[src/rtl/vga_pkg.sv]
// vga_pkg: shared definitions for the VGA raster timing generator.
//   - default 640x480@60 timing constants (25.175 MHz dot clock)
//   - default counter / colour widths and pixel-source latency
//   - sync polarity constants
//   - raster segment and colour-bar enumerations
//   - bar_rgb(): colour-bar index -> {R,G,B} on/off bits
package vga_pkg;

    localparam int unsigned VGA_H_ACTIVE = 640;
    localparam int unsigned VGA_H_FP     = 16;
    localparam int unsigned VGA_H_SYNC   = 96;
    localparam int unsigned VGA_H_BP     = 48;
    localparam int unsigned VGA_V_ACTIVE = 480;
    localparam int unsigned VGA_V_FP     = 10;
    localparam int unsigned VGA_V_SYNC   = 2;
    localparam int unsigned VGA_V_BP     = 33;

    localparam int unsigned VGA_CNT_W    = 12;
    localparam int unsigned VGA_COLOR_W  = 8;
    localparam int unsigned VGA_PIX_LAT  = 1;

    localparam logic POL_LOW  = 1'b0;
    localparam logic POL_HIGH = 1'b1;

    // Position of a counter within one line/frame, in raster order.
    typedef enum logic [1:0] {
        SEG_ACTIVE,
        SEG_FRONT,
        SEG_SYNC,
        SEG_BACK
    } seg_e;

    // Raster flags carried through the latency-matching delay line.
    typedef struct packed {
        logic hs;   // inside horizontal sync pulse
        logic vs;   // inside vertical sync pulse
        logic act;  // inside active video area
    } sync_flags_t;

    // Colour bars, left to right.
    typedef enum logic [2:0] {
        BAR_WHITE   = 3'd0,
        BAR_YELLOW  = 3'd1,
        BAR_CYAN    = 3'd2,
        BAR_GREEN   = 3'd3,
        BAR_MAGENTA = 3'd4,
        BAR_RED     = 3'd5,
        BAR_BLUE    = 3'd6,
        BAR_BLACK   = 3'd7
    } bar_e;

    // Returns {R,G,B} channel-enable bits for a colour-bar index.
    function automatic logic [2:0] bar_rgb(input logic [2:0] idx);
        logic [2:0] rgb;
        rgb = 3'b000;
        case (bar_e'(idx))
            BAR_WHITE:   rgb = 3'b111;
            BAR_YELLOW:  rgb = 3'b110;
            BAR_CYAN:    rgb = 3'b011;
            BAR_GREEN:   rgb = 3'b010;
            BAR_MAGENTA: rgb = 3'b101;
            BAR_RED:     rgb = 3'b100;
            BAR_BLUE:    rgb = 3'b001;
            BAR_BLACK:   rgb = 3'b000;
            default:     rgb = 3'b000;
        endcase
        return rgb;
    endfunction

endpackage

[src/rtl/vga_timing_gen_if.sv]
// vga_timing_gen_if: pixel-fetch and video-out signal bundle of vga_timing_gen.
//   master (generator): drives x, y, pix_req, line_start, frame_start,
//                       hsync, vsync, de, red, green, blue; reads rgb_in
//   slave  (source/DAC side): the mirror image
// Parameters: CNT_W (coordinate width), COLOR_W (bits per colour channel).
interface vga_timing_gen_if
    import vga_pkg::*;
#(
    parameter int unsigned CNT_W   = VGA_CNT_W,
    parameter int unsigned COLOR_W = VGA_COLOR_W
);

    // pixel fetch side
    logic [CNT_W-1:0]     x;
    logic [CNT_W-1:0]     y;
    logic                 pix_req;
    logic                 line_start;
    logic                 frame_start;
    logic [3*COLOR_W-1:0] rgb_in;

    // video output side
    logic                 hsync;
    logic                 vsync;
    logic                 de;
    logic [COLOR_W-1:0]   red;
    logic [COLOR_W-1:0]   green;
    logic [COLOR_W-1:0]   blue;

    modport master (
        output x, y, pix_req, line_start, frame_start,
        output hsync, vsync, de, red, green, blue,
        input  rgb_in
    );

    modport slave (
        input  x, y, pix_req, line_start, frame_start,
        input  hsync, vsync, de, red, green, blue,
        output rgb_in
    );

endinterface

[src/rtl/vga_delay_line.sv]
// vga_delay_line: WIDTH-bit, DEPTH-stage shift register.
//   clk    in   clock
//   rst_n  in   asynchronous active-low clear (all stages to CLR_VAL)
//   enable in   shift when high, hold when low
//   din    in   WIDTH  data into stage 0
//   dout   out  WIDTH  data from last stage (DEPTH cycles after din)
// DEPTH must be at least 1.
module vga_delay_line #(
    parameter int unsigned      WIDTH   = 1,
    parameter int unsigned      DEPTH   = 1,
    parameter logic [WIDTH-1:0] CLR_VAL = '0
) (
    input  logic             clk,
    input  logic             rst_n,
    input  logic             enable,
    input  logic [WIDTH-1:0] din,
    output logic [WIDTH-1:0] dout
);

    logic [WIDTH-1:0] stage [DEPTH];

    always_ff @(posedge clk or negedge rst_n) begin
        if (!rst_n) begin
            for (int unsigned i = 0; i < DEPTH; i++) begin
                stage[i] <= CLR_VAL;
            end
        end else if (enable) begin
            stage[0] <= din;
            for (int unsigned i = 1; i < DEPTH; i++) begin
                stage[i] <= stage[i-1];
            end
        end
    end

    assign dout = stage[DEPTH-1];

endmodule

[src/rtl/vga_timing_gen.sv]
// vga_timing_gen: parametrised VGA raster timing generator.
//   clk     in   dot clock
//   rst_n   in   asynchronous active-low reset
//   enable  in   advance the raster when high; freeze all state when low
//   bus     vga_timing_gen_if.master:
//     x, y         out  current raster position (stage 1)
//     pix_req      out  x/y inside the active area
//     line_start   out  pulse at h == 0
//     frame_start  out  pulse at h == 0, v == 0
//     rgb_in       in   {R,G,B} from the pixel source, PIX_LAT cycles after x/y
//     hsync, vsync out  registered syncs, asserted level HS_POL / VS_POL
//     de           out  active-video flag aligned with RGB
//     red/green/blue out registered pixel, zero during blanking
// Build option: define VGA_TEST_PATTERN_EN to replace rgb_in with eight
// vertical colour bars generated from the delayed x coordinate.
module vga_timing_gen
    import vga_pkg::*;
#(
    parameter int unsigned H_ACTIVE = VGA_H_ACTIVE,
    parameter int unsigned H_FP     = VGA_H_FP,
    parameter int unsigned H_SYNC   = VGA_H_SYNC,
    parameter int unsigned H_BP     = VGA_H_BP,
    parameter int unsigned V_ACTIVE = VGA_V_ACTIVE,
    parameter int unsigned V_FP     = VGA_V_FP,
    parameter int unsigned V_SYNC   = VGA_V_SYNC,
    parameter int unsigned V_BP     = VGA_V_BP,
    parameter logic        HS_POL   = POL_LOW,
    parameter logic        VS_POL   = POL_LOW,
    parameter int unsigned CNT_W    = VGA_CNT_W,
    parameter int unsigned COLOR_W  = VGA_COLOR_W,
    parameter int unsigned PIX_LAT  = VGA_PIX_LAT
) (
    input  logic              clk,
    input  logic              rst_n,
    input  logic              enable,
    vga_timing_gen_if.master  bus
);

    localparam int unsigned H_TOTAL = H_ACTIVE + H_FP + H_SYNC + H_BP;
    localparam int unsigned V_TOTAL = V_ACTIVE + V_FP + V_SYNC + V_BP;

    localparam logic [CNT_W-1:0] H_FP_START   = CNT_W'(H_ACTIVE);
    localparam logic [CNT_W-1:0] H_SYNC_START = CNT_W'(H_ACTIVE + H_FP);
    localparam logic [CNT_W-1:0] H_BP_START   = CNT_W'(H_ACTIVE + H_FP + H_SYNC);
    localparam logic [CNT_W-1:0] H_LAST       = CNT_W'(H_TOTAL - 1);

    localparam logic [CNT_W-1:0] V_FP_START   = CNT_W'(V_ACTIVE);
    localparam logic [CNT_W-1:0] V_SYNC_START = CNT_W'(V_ACTIVE + V_FP);
    localparam logic [CNT_W-1:0] V_BP_START   = CNT_W'(V_ACTIVE + V_FP + V_SYNC);
    localparam logic [CNT_W-1:0] V_LAST       = CNT_W'(V_TOTAL - 1);

    // Sync/active flags are taken from the counters, one stage ahead of
    // x/y, so PIX_LAT+1 stages here plus the output register land them
    // on the same edge that captures rgb_in.
    localparam int unsigned DL_DEPTH = PIX_LAT + 1;

    // ------------------------------------------------------------------
    // Raster counters
    // ------------------------------------------------------------------
    logic [CNT_W-1:0] h_cnt;
    logic [CNT_W-1:0] v_cnt;

    always_ff @(posedge clk or negedge rst_n) begin
        if (!rst_n) begin
            h_cnt <= '0;
            v_cnt <= '0;
        end else if (enable) begin
            if (h_cnt == H_LAST) begin
                h_cnt <= '0;
                v_cnt <= (v_cnt == V_LAST) ? '0 : v_cnt + 1'b1;
            end else begin
                h_cnt <= h_cnt + 1'b1;
            end
        end
    end

    // ------------------------------------------------------------------
    // Segment decode
    // ------------------------------------------------------------------
    seg_e        h_seg;
    seg_e        v_seg;
    sync_flags_t raster_flags;

    always_comb begin
        h_seg = SEG_BACK;
        if (h_cnt < H_FP_START) begin
            h_seg = SEG_ACTIVE;
        end else if (h_cnt < H_SYNC_START) begin
            h_seg = SEG_FRONT;
        end else if (h_cnt < H_BP_START) begin
            h_seg = SEG_SYNC;
        end
    end

    always_comb begin
        v_seg = SEG_BACK;
        if (v_cnt < V_FP_START) begin
            v_seg = SEG_ACTIVE;
        end else if (v_cnt < V_SYNC_START) begin
            v_seg = SEG_FRONT;
        end else if (v_cnt < V_BP_START) begin
            v_seg = SEG_SYNC;
        end
    end

    always_comb begin
        raster_flags     = '0;
        raster_flags.hs  = (h_seg == SEG_SYNC);
        raster_flags.vs  = (v_seg == SEG_SYNC);
        raster_flags.act = (h_seg == SEG_ACTIVE) && (v_seg == SEG_ACTIVE);
    end

    // ------------------------------------------------------------------
    // Stage 1: pixel fetch request
    // ------------------------------------------------------------------
    logic [CNT_W-1:0] x_q;
    logic [CNT_W-1:0] y_q;
    logic             pix_req_q;
    logic             line_start_q;
    logic             frame_start_q;

    always_ff @(posedge clk or negedge rst_n) begin
        if (!rst_n) begin
            x_q           <= '0;
            y_q           <= '0;
            pix_req_q     <= 1'b0;
            line_start_q  <= 1'b0;
            frame_start_q <= 1'b0;
        end else if (enable) begin
            x_q           <= h_cnt;
            y_q           <= v_cnt;
            pix_req_q     <= raster_flags.act;
            line_start_q  <= (h_cnt == '0);
            frame_start_q <= (h_cnt == '0) && (v_cnt == '0);
        end
    end

    assign bus.x           = x_q;
    assign bus.y           = y_q;
    assign bus.pix_req     = pix_req_q;
    assign bus.line_start  = line_start_q;
    assign bus.frame_start = frame_start_q;

    // ------------------------------------------------------------------
    // Latency matching
    // ------------------------------------------------------------------
    sync_flags_t flags_d;

    vga_delay_line #(
        .WIDTH   (3),
        .DEPTH   (DL_DEPTH),
        .CLR_VAL (3'b000)
    ) u_flags_dl (
        .clk    (clk),
        .rst_n  (rst_n),
        .enable (enable),
        .din    (raster_flags),
        .dout   (flags_d)
    );

    // ------------------------------------------------------------------
    // Pixel source
    // ------------------------------------------------------------------
    logic [3*COLOR_W-1:0] pix_src;

`ifdef VGA_TEST_PATTERN_EN
    localparam logic [CNT_W-1:0] BAR_W = CNT_W'((H_ACTIVE / 8 == 0) ? 1 : H_ACTIVE / 8);

    logic [CNT_W-1:0] x_d;
    logic [CNT_W-1:0] bar_full;
    logic [2:0]       bar_idx;
    logic [2:0]       bar_bits;

    vga_delay_line #(
        .WIDTH   (CNT_W),
        .DEPTH   (DL_DEPTH),
        .CLR_VAL ('0)
    ) u_x_dl (
        .clk    (clk),
        .rst_n  (rst_n),
        .enable (enable),
        .din    (h_cnt),
        .dout   (x_d)
    );

    assign bar_full = x_d / BAR_W;
    // Past the last bar (only reachable in blanking) saturate to black.
    assign bar_idx  = (bar_full > CNT_W'(7)) ? 3'd7 : bar_full[2:0];
    assign bar_bits = bar_rgb(bar_idx);
    assign pix_src  = {{COLOR_W{bar_bits[2]}},
                       {COLOR_W{bar_bits[1]}},
                       {COLOR_W{bar_bits[0]}}};
`else
    assign pix_src = bus.rgb_in;
`endif

    // ------------------------------------------------------------------
    // Output stage
    // ------------------------------------------------------------------
    logic                 hsync_q;
    logic                 vsync_q;
    logic                 de_q;
    logic [3*COLOR_W-1:0] rgb_q;

    always_ff @(posedge clk or negedge rst_n) begin
        if (!rst_n) begin
            hsync_q <= ~HS_POL;
            vsync_q <= ~VS_POL;
            de_q    <= 1'b0;
            rgb_q   <= '0;
        end else if (enable) begin
            hsync_q <= flags_d.hs ? HS_POL : ~HS_POL;
            vsync_q <= flags_d.vs ? VS_POL : ~VS_POL;
            de_q    <= flags_d.act;
            rgb_q   <= flags_d.act ? pix_src : '0;
        end
    end

    assign bus.hsync = hsync_q;
    assign bus.vsync = vsync_q;
    assign bus.de    = de_q;
    assign bus.red   = rgb_q[3*COLOR_W-1 -: COLOR_W];
    assign bus.green = rgb_q[2*COLOR_W-1 -: COLOR_W];
    assign bus.blue  = rgb_q[COLOR_W-1   -: COLOR_W];

endmodule

[src/flat_wrapper.sv]
// flat-port wrapper written by rule: the top's interface ports become plain ports
module vga_timing_gen_flat import vga_pkg::*;
#(
    parameter int unsigned H_ACTIVE = VGA_H_ACTIVE,
    parameter int unsigned H_FP     = VGA_H_FP,
    parameter int unsigned H_SYNC   = VGA_H_SYNC,
    parameter int unsigned H_BP     = VGA_H_BP,
    parameter int unsigned V_ACTIVE = VGA_V_ACTIVE,
    parameter int unsigned V_FP     = VGA_V_FP,
    parameter int unsigned V_SYNC   = VGA_V_SYNC,
    parameter int unsigned V_BP     = VGA_V_BP,
    parameter logic        HS_POL   = POL_LOW,
    parameter logic        VS_POL   = POL_LOW,
    parameter int unsigned CNT_W    = VGA_CNT_W,
    parameter int unsigned COLOR_W  = VGA_COLOR_W,
    parameter int unsigned PIX_LAT  = VGA_PIX_LAT
)
  (clk, rst_n, enable, bus_x, bus_y, bus_pix_req, bus_line_start, bus_frame_start, bus_hsync, bus_vsync, bus_de, bus_red, bus_green, bus_blue, bus_rgb_in);
  vga_timing_gen_if #(.CNT_W(CNT_W), .COLOR_W(COLOR_W)) bus_i ();
  input  logic clk;
  input  logic rst_n;
  input  logic enable;
  output wire logic [$bits(bus_i.x)-1:0] bus_x;
  output wire logic [$bits(bus_i.y)-1:0] bus_y;
  output wire logic [$bits(bus_i.pix_req)-1:0] bus_pix_req;
  output wire logic [$bits(bus_i.line_start)-1:0] bus_line_start;
  output wire logic [$bits(bus_i.frame_start)-1:0] bus_frame_start;
  output wire logic [$bits(bus_i.hsync)-1:0] bus_hsync;
  output wire logic [$bits(bus_i.vsync)-1:0] bus_vsync;
  output wire logic [$bits(bus_i.de)-1:0] bus_de;
  output wire logic [$bits(bus_i.red)-1:0] bus_red;
  output wire logic [$bits(bus_i.green)-1:0] bus_green;
  output wire logic [$bits(bus_i.blue)-1:0] bus_blue;
  input wire logic [$bits(bus_i.rgb_in)-1:0] bus_rgb_in;
  assign bus_x = bus_i.x;
  assign bus_y = bus_i.y;
  assign bus_pix_req = bus_i.pix_req;
  assign bus_line_start = bus_i.line_start;
  assign bus_frame_start = bus_i.frame_start;
  assign bus_hsync = bus_i.hsync;
  assign bus_vsync = bus_i.vsync;
  assign bus_de = bus_i.de;
  assign bus_red = bus_i.red;
  assign bus_green = bus_i.green;
  assign bus_blue = bus_i.blue;
  assign bus_i.rgb_in = bus_rgb_in;
  vga_timing_gen #(.H_ACTIVE(H_ACTIVE), .H_FP(H_FP), .H_SYNC(H_SYNC), .H_BP(H_BP), .V_ACTIVE(V_ACTIVE), .V_FP(V_FP), .V_SYNC(V_SYNC), .V_BP(V_BP), .HS_POL(HS_POL), .VS_POL(VS_POL), .CNT_W(CNT_W), .COLOR_W(COLOR_W), .PIX_LAT(PIX_LAT)) u_core (.clk(clk), .rst_n(rst_n), .enable(enable), .bus(bus_i));
endmodule
[config.mk]
export PLATFORM = sky130hd
export DESIGN_NAME = vga_timing_gen_flat
export DESIGN_NICKNAME = d
export VERILOG_FILES = /design/src/rtl/vga_pkg.sv /design/src/rtl/vga_timing_gen_if.sv /design/src/rtl/vga_delay_line.sv /design/src/rtl/vga_timing_gen.sv /design/src/flat_wrapper.sv
export SDC_FILE = /design/constraint.sdc
export NUM_CORES = 1
export LEC_CHECK = 0
export BUFFER_PORTS_ARGS = -buffer_cell sky130_fd_sc_hd__buf_4
export CAP_MARGIN = 0
export CORE_AREA = 2 2 109 111
export DETAILED_ROUTE_END_ITERATION = 7
export DIE_AREA = 0 0 111 113
export MAX_ROUTING_LAYER = met4
export PLACE_DENSITY = 0.53
export REMOVE_ABC_BUFFERS = 1
export SLEW_MARGIN = 5
export SYNTH_ARGS = -nofsm -noshare
export SYNTH_HDL_FRONTEND = slang
export SYNTH_HIERARCHICAL = 1
export SYNTH_SLANG_ARGS = --single-unit
[constraint.sdc]
create_clock -name clk -period 3.7 [get_ports clk]
set_input_delay 0.37 -clock clk [delete_from_list [all_inputs] [get_ports clk]]
set_output_delay 0.37 -clock clk [all_outputs]
set_load 0.005 [all_outputs]
**After elaboration in Yosys (flattened, before gate mapping)**

Index checks and enable logic that the tools add are counted.
W data, S select, Z words.

- Bits in registers: 84
- Output and inout bits: 54

- $add $sub $neg: 2
- $lt $le $gt $ge: 6
- Equality and inequality tests: 4
- Muxes and demuxes: 11
- Reductions and logical operators: 7

Operators with widths:

| cell | count |
|---|---|
| $lt A12 B10 Y1 const B | 3 |
| $lt A12 B9 Y1 const B | 3 |
| $add A12 B1 Y12 const B | 2 |
| $eq A12 B10 Y1 const B | 2 |
| $logic_not A12 Y1 | 2 |
| $mux W12 | 2 |
| $mux W24 | 1 |
| $mux W2 | 4 |
| $eq A2 B2 Y1 const B | 2 |
| $logic_not A2 Y1 | 2 |
| $mux W1 | 4 |
| $logic_and A1 B1 Y1 | 2 |
| $reduce_and A2 Y1 | 1 |

**Depth between registers and ports, before layout**

- Depth in word-level cells: 6
- Mapped depth: 6
- Depth with buffers taken out: 6

**Modules after synthesis**

Netlist, hierarchy kept.

By module, submodules not included:

| module | times used | cells each | area an instance (um2) | sequential area each (um2) |
|---|---|---|---|---|
| vga_timing_gen | 1 | 313 | 3402.0 | 1954.4 |
| vga_delay_line | 1 | 16 | 274.0 | 150.1 |

**Worst setup path before layout**

OpenSTA, ideal clock, no wires.

- Path kind: reg2reg
- From: reg u_core.h_cnt[7]
- To: reg u_core.v_cnt[3]
- Arrival: 1.856 ns
- Slack: 1.775 ns
- Stages on the path, launching flop included: 6
- Buffers on the path: 1
- Clock period less this slack: 1.925 ns
- Cell sequence: dfrtp_1 -> buf_6 -> or4b_4 -> or3_4 -> or3_1 -> nand3_1

- Cells in the longest elaborated chain, start to end: 2

Ends and longest elaborated chain:

| element | RTL line | text |
|---|---|---|
| start: declaration | vga_timing_gen.sv:60 | `logic [CNT_W-1:0] h_cnt;` |
| start signal: assignment | vga_timing_gen.sv:72 | `h_cnt <= h_cnt + 1'b1;` |
| $eq A12 B10 Y1 | vga_timing_gen.sv:68 | `if (h_cnt == H_LAST) begin` |
| $reduce_and A2 Y1 (no source line) | - |  |
| end signal: assignment | vga_timing_gen.sv:70 | `v_cnt <= (v_cnt == V_LAST) ? '0 : v_cnt + 1'b1;` |
| end: declaration | vga_timing_gen.sv:61 | `logic [CNT_W-1:0] v_cnt;` |

No other way between the ends.
A chain may end at the register's enable or synchronous reset.

**Final worst setup path**

Ends and elaborated chain as after synthesis.

==> key figures <==
STA
  – Fmax: 503.4 MHz
  – Clk_skew: 0.006744 ns
  – Final hold vios: 0
  – Fin crit period: around 2.0 ns
  – Final setup viols: 0
  – Slew Limit Headroom: a little under a third
  – Setup TNS Final: 0 ns
  – Slew Viols, Final: 0
  – Unrepaired setup endpoints after global routing: false
  – Final period util: 53.69%
  – Worst Tran Pin Value: between 1 and 1.5 ns

Routing
  – Iter 0 DRT Violations: between 200 and 250
  – DRC: 0
  – Antenna-violating nets left: 0
  – Via density per instance: about 4.9
  – WL/cell: ~14 um
  – Via count: 2654
  – Routed WL: 7923 um
  – DRT Pass-1 Iters: 4

CTS
  – Clk sink count: 84
  – Clk Latency, worst-skew pair: approximately 0.33 ns
  – Post-CTS Hold Buffers: 0
  – Clk root buf: clkbuf_16
  – Post-CTS sizing: 0
  – Worst-path clk slew: 0.06 ns
  – Number of CTS-inserted buffers: 9
  – H-tree depth: 3
  – TritonCTS clock tree: yes
  – Setup Buffers After CTS: 0
  – Clk buf depth: 2

Setup path
  – Critical Path, Cell by Cell: or4b_4 -> or3_4 -> or3_1 -> nand3_1
  – CP startpoint: u_core/h_cnt[7]$_DFFE_PN0P_
  – Kind of cell adding the most delay to the critical path: simple AND/OR/NAND/NOR gates
  – Crit. End Element: flop
  – Buf+Inv Stages, Crit Path: 0
  – CP Class: reg2reg
  – RR Startpoint: u_core/h_cnt[7]$_DFFE_PN0P_
  – Critical Path Stages: 4
  – Max stage delay on crit path: approximately 0.6 ns
  – Critical Path RT: between 3 and 4 ns
  – Arrival @ worst endpoint: between 2 and 2.5 ns
  – Worst R2R Path Depth: 4
  – Crit path launch type: flop
  – Critical Path Fanout Max: 8
  – Slowest CP cell: or4b_4

Floorplanning
  – Die ar.: ~0.013 mm^2
  – Io pins: 81
  – Die Y: 113 um
  – Die X-Extent: 111 um
  – Rows: 39
  – Initial Util: roughly 33%
  – Core Region: 0.01127 mm^2

Cells and area
  – Storage element area: ~0.0021 mm^2
  – Diode count: 0
  – NumNets Final: 430
  – Share of cells above drive strength 1: between 30% and 40%
  – Commonest cells after routing, fill and taps aside: buf_4 (82), dfrtp_1 (82), nand3_1 (38)
  – FILL cells: roughly 1100
  – Synthesis-to-layout area growth: 28.05%
  – Area of the multi-input gates: between 0.001 and 0.0015 mm^2

Yosys
  – Synth Instances: ~330
  – Adder-Cell Fraction of Synth Area: about 1.4%
  – Synth Area in Compound Gates: between 6 and 7%
  – YS warnings: 6
  – XOR/XNOR Fraction of Synth Area: under 10%
  – Register area share after synthesis: around 57%
  – Largest family of logic cells by synthesized area: simple AND/OR/NAND/NOR gates
  – Synthesized area: about 0.0037 mm^2
  – Synth unique cells: between 40 and 50
  – Simple-gate portion of the synthesized area: ~15%
  – Top_reg_cell synth: dfrtp_1
  – Number of flops mapped to enable cells by yosys: 0
  – Post-Syn Area per Cell: approximately 11 um^2
  – Ys async rst share: 100.0%
  – Mux contribution to synthesized area: between 10% and 20%
  – Synthesis-stage register bit count: between 80 and 90

Global route
  – Grt total ovfl: 0
  – First-pass GRT wire length: roughly 13000 um
  – Pin count of the biggest net entering global routing: between 80 and 90
  – Number of global-route vias before repair: approximately 2600
  – GRT Util Overall: 13.45%
  – Initial antenna violation count: 0

Power and ir drop
  – Combinational share of power: 11.4%
  – Max VDD drop: between 0.2 and 0.25 mV
  – Pint: ~0.0019 W
  – Flop pwr share: between 40 and 50%
  – Leak Pwr: approximately 2.3 nW
  – Net Switching: 0.0005469 W
  – PD cells: slightly above 500 mW/mm^2
  – Clock power share: a little over two fifths
  – PnR Total Power: about 0.0024 W
  – Switching share of total power: a little under a quarter

Hold path
  – Hold WC Path Type: in2async

Placed design
  – GPL Wtd Cong: 0.8292
  – Post-DP HPWL: approximately 5300 um
  – Port bufs: 80

Job
  – Max Cap Viol: 0

Run status
  – Status: completed
[Yosys cell counts, types with 2 or more instances]
cell type,count,area share [%]
dfrtp_1,82,56
nand3_1,38,5.2
o21ai_0,34,4.6
inv_1,32,3.3
mux2_2,26,8.0
clkbuf_1,13,1.3
nand2_1,12,1.2
nand4_1,12,2.0
xnor2_1,11,2.6
nor3_1,7,0.95
mux2_4,6,2.5
nor2_1,6,0.61
and3_1,5,0.85
ha_1,4,1.4
buf_1,3,0.31
buf_4,3,0.61
nor4_1,3,0.51
or3_1,3,0.51
a21oi_1,2,0.27
buf_6,2,0.61
dfstp_2,2,1.4
mux2i_1,2,0.54
o31ai_1,2,0.41
[power by group through the flow]
stage | sequential, W | clock (W) | combinational (W)
3_3_place_gp | 0.00110 | 0 | 0.000275
2_1_floorplan | 0.00108 | 0 | 0.000112
4_1_cts | 0.00108 | 0.00107 | 0.000280
5_1_grt | 0.00110 | 0.00111 | 0.000304
3_5_place_dp | 0.00110 | 0 | 0.000278
6_report | 0.00108 | 0.00104 | 0.000274
[worst reg2reg max path, stage by stage (launching register included)]
cell and delay [ns]:
dfrtp_1 0.46, or4b_4 0.60, or3_4 0.44, or3_1 0.35, nand3_1 0.08
[cell type report]
type                       count  share of cell area (%)
clock buffer                  12                   5.449
clock inverter                 4                   2.020
inverter                      32                   2.552
multi-input combinational    190                   28.39
sequential                    84                   44.71
tap                          143                   3.801
timing repair buffer          82                   13.08
[state kept, by name (all words and copies together), names as in the netlist, 3 cells and up]
name and count:
u_core/bus.x 12, u_core/rgb_q 24, u_core/u_flags_dl/stage 3, u_core/u_flags_dl/dout 3
u_core/h_cnt 12, u_core/bus.y 12, u_core/v_cnt 12
[final timing paths]
path	to	slack [ns]
worst max register to register	u_core/v_cnt[3]$_DFFE_PN0P_	1.71
worst min register to register	u_core/bus.vsync$_DFFE_PN1P_	0.43
max in group asynchronous	u_core/h_cnt[6]$_DFFE_PN0P_	2.81
worst min-delay path	u_core/rgb_q[16]$_DFFE_PN0P_	0.23
worst max-delay path	u_core/v_cnt[3]$_DFFE_PN0P_	1.71
min in group clk	u_core/rgb_q[18]$_DFFE_PN0P_	0.27
[stage by stage]
step | setup WS, ns | cell area, um^2 | hold slack (ns) | cells | utilization [%]
2_1_floorplan | 1.599 | 3561 | 0.07441 | 306 | -
4_1_cts | 1.714 | 4707 | 0.2644 | 547 | 41.76
5_1_grt | 1.602 | 4707 | 0.2783 | 547 | 41.76
3_5_place_dp | 1.724 | 4355 | 0.4164 | 531 | 38.64
3_3_place_gp | 1.745 | 4355 | 0.4228 | 531 | 38.64
6_report | 1.713 | 4707 | 0.2268 | 547 | 41.76
[kinds of logic after synthesis]
group,after synthesis
adders and majority gates,4
and+or+nand+nor,97
xor gates and xnor gates,12
muxes,34
DFF,84
AOI/OAI and AO/OA,43
buffers and inverters,55
[per-layer routing]
layer | track usage, % | share of wire (%)
met1 | 19.12 | 52
met2 | 19.22 | 41
met3 | 2.678 | 5.6
met4 | 4.750 | 1.6
met5 | - | 0
No activity file was read; power rests on OpenSTA's default activity.
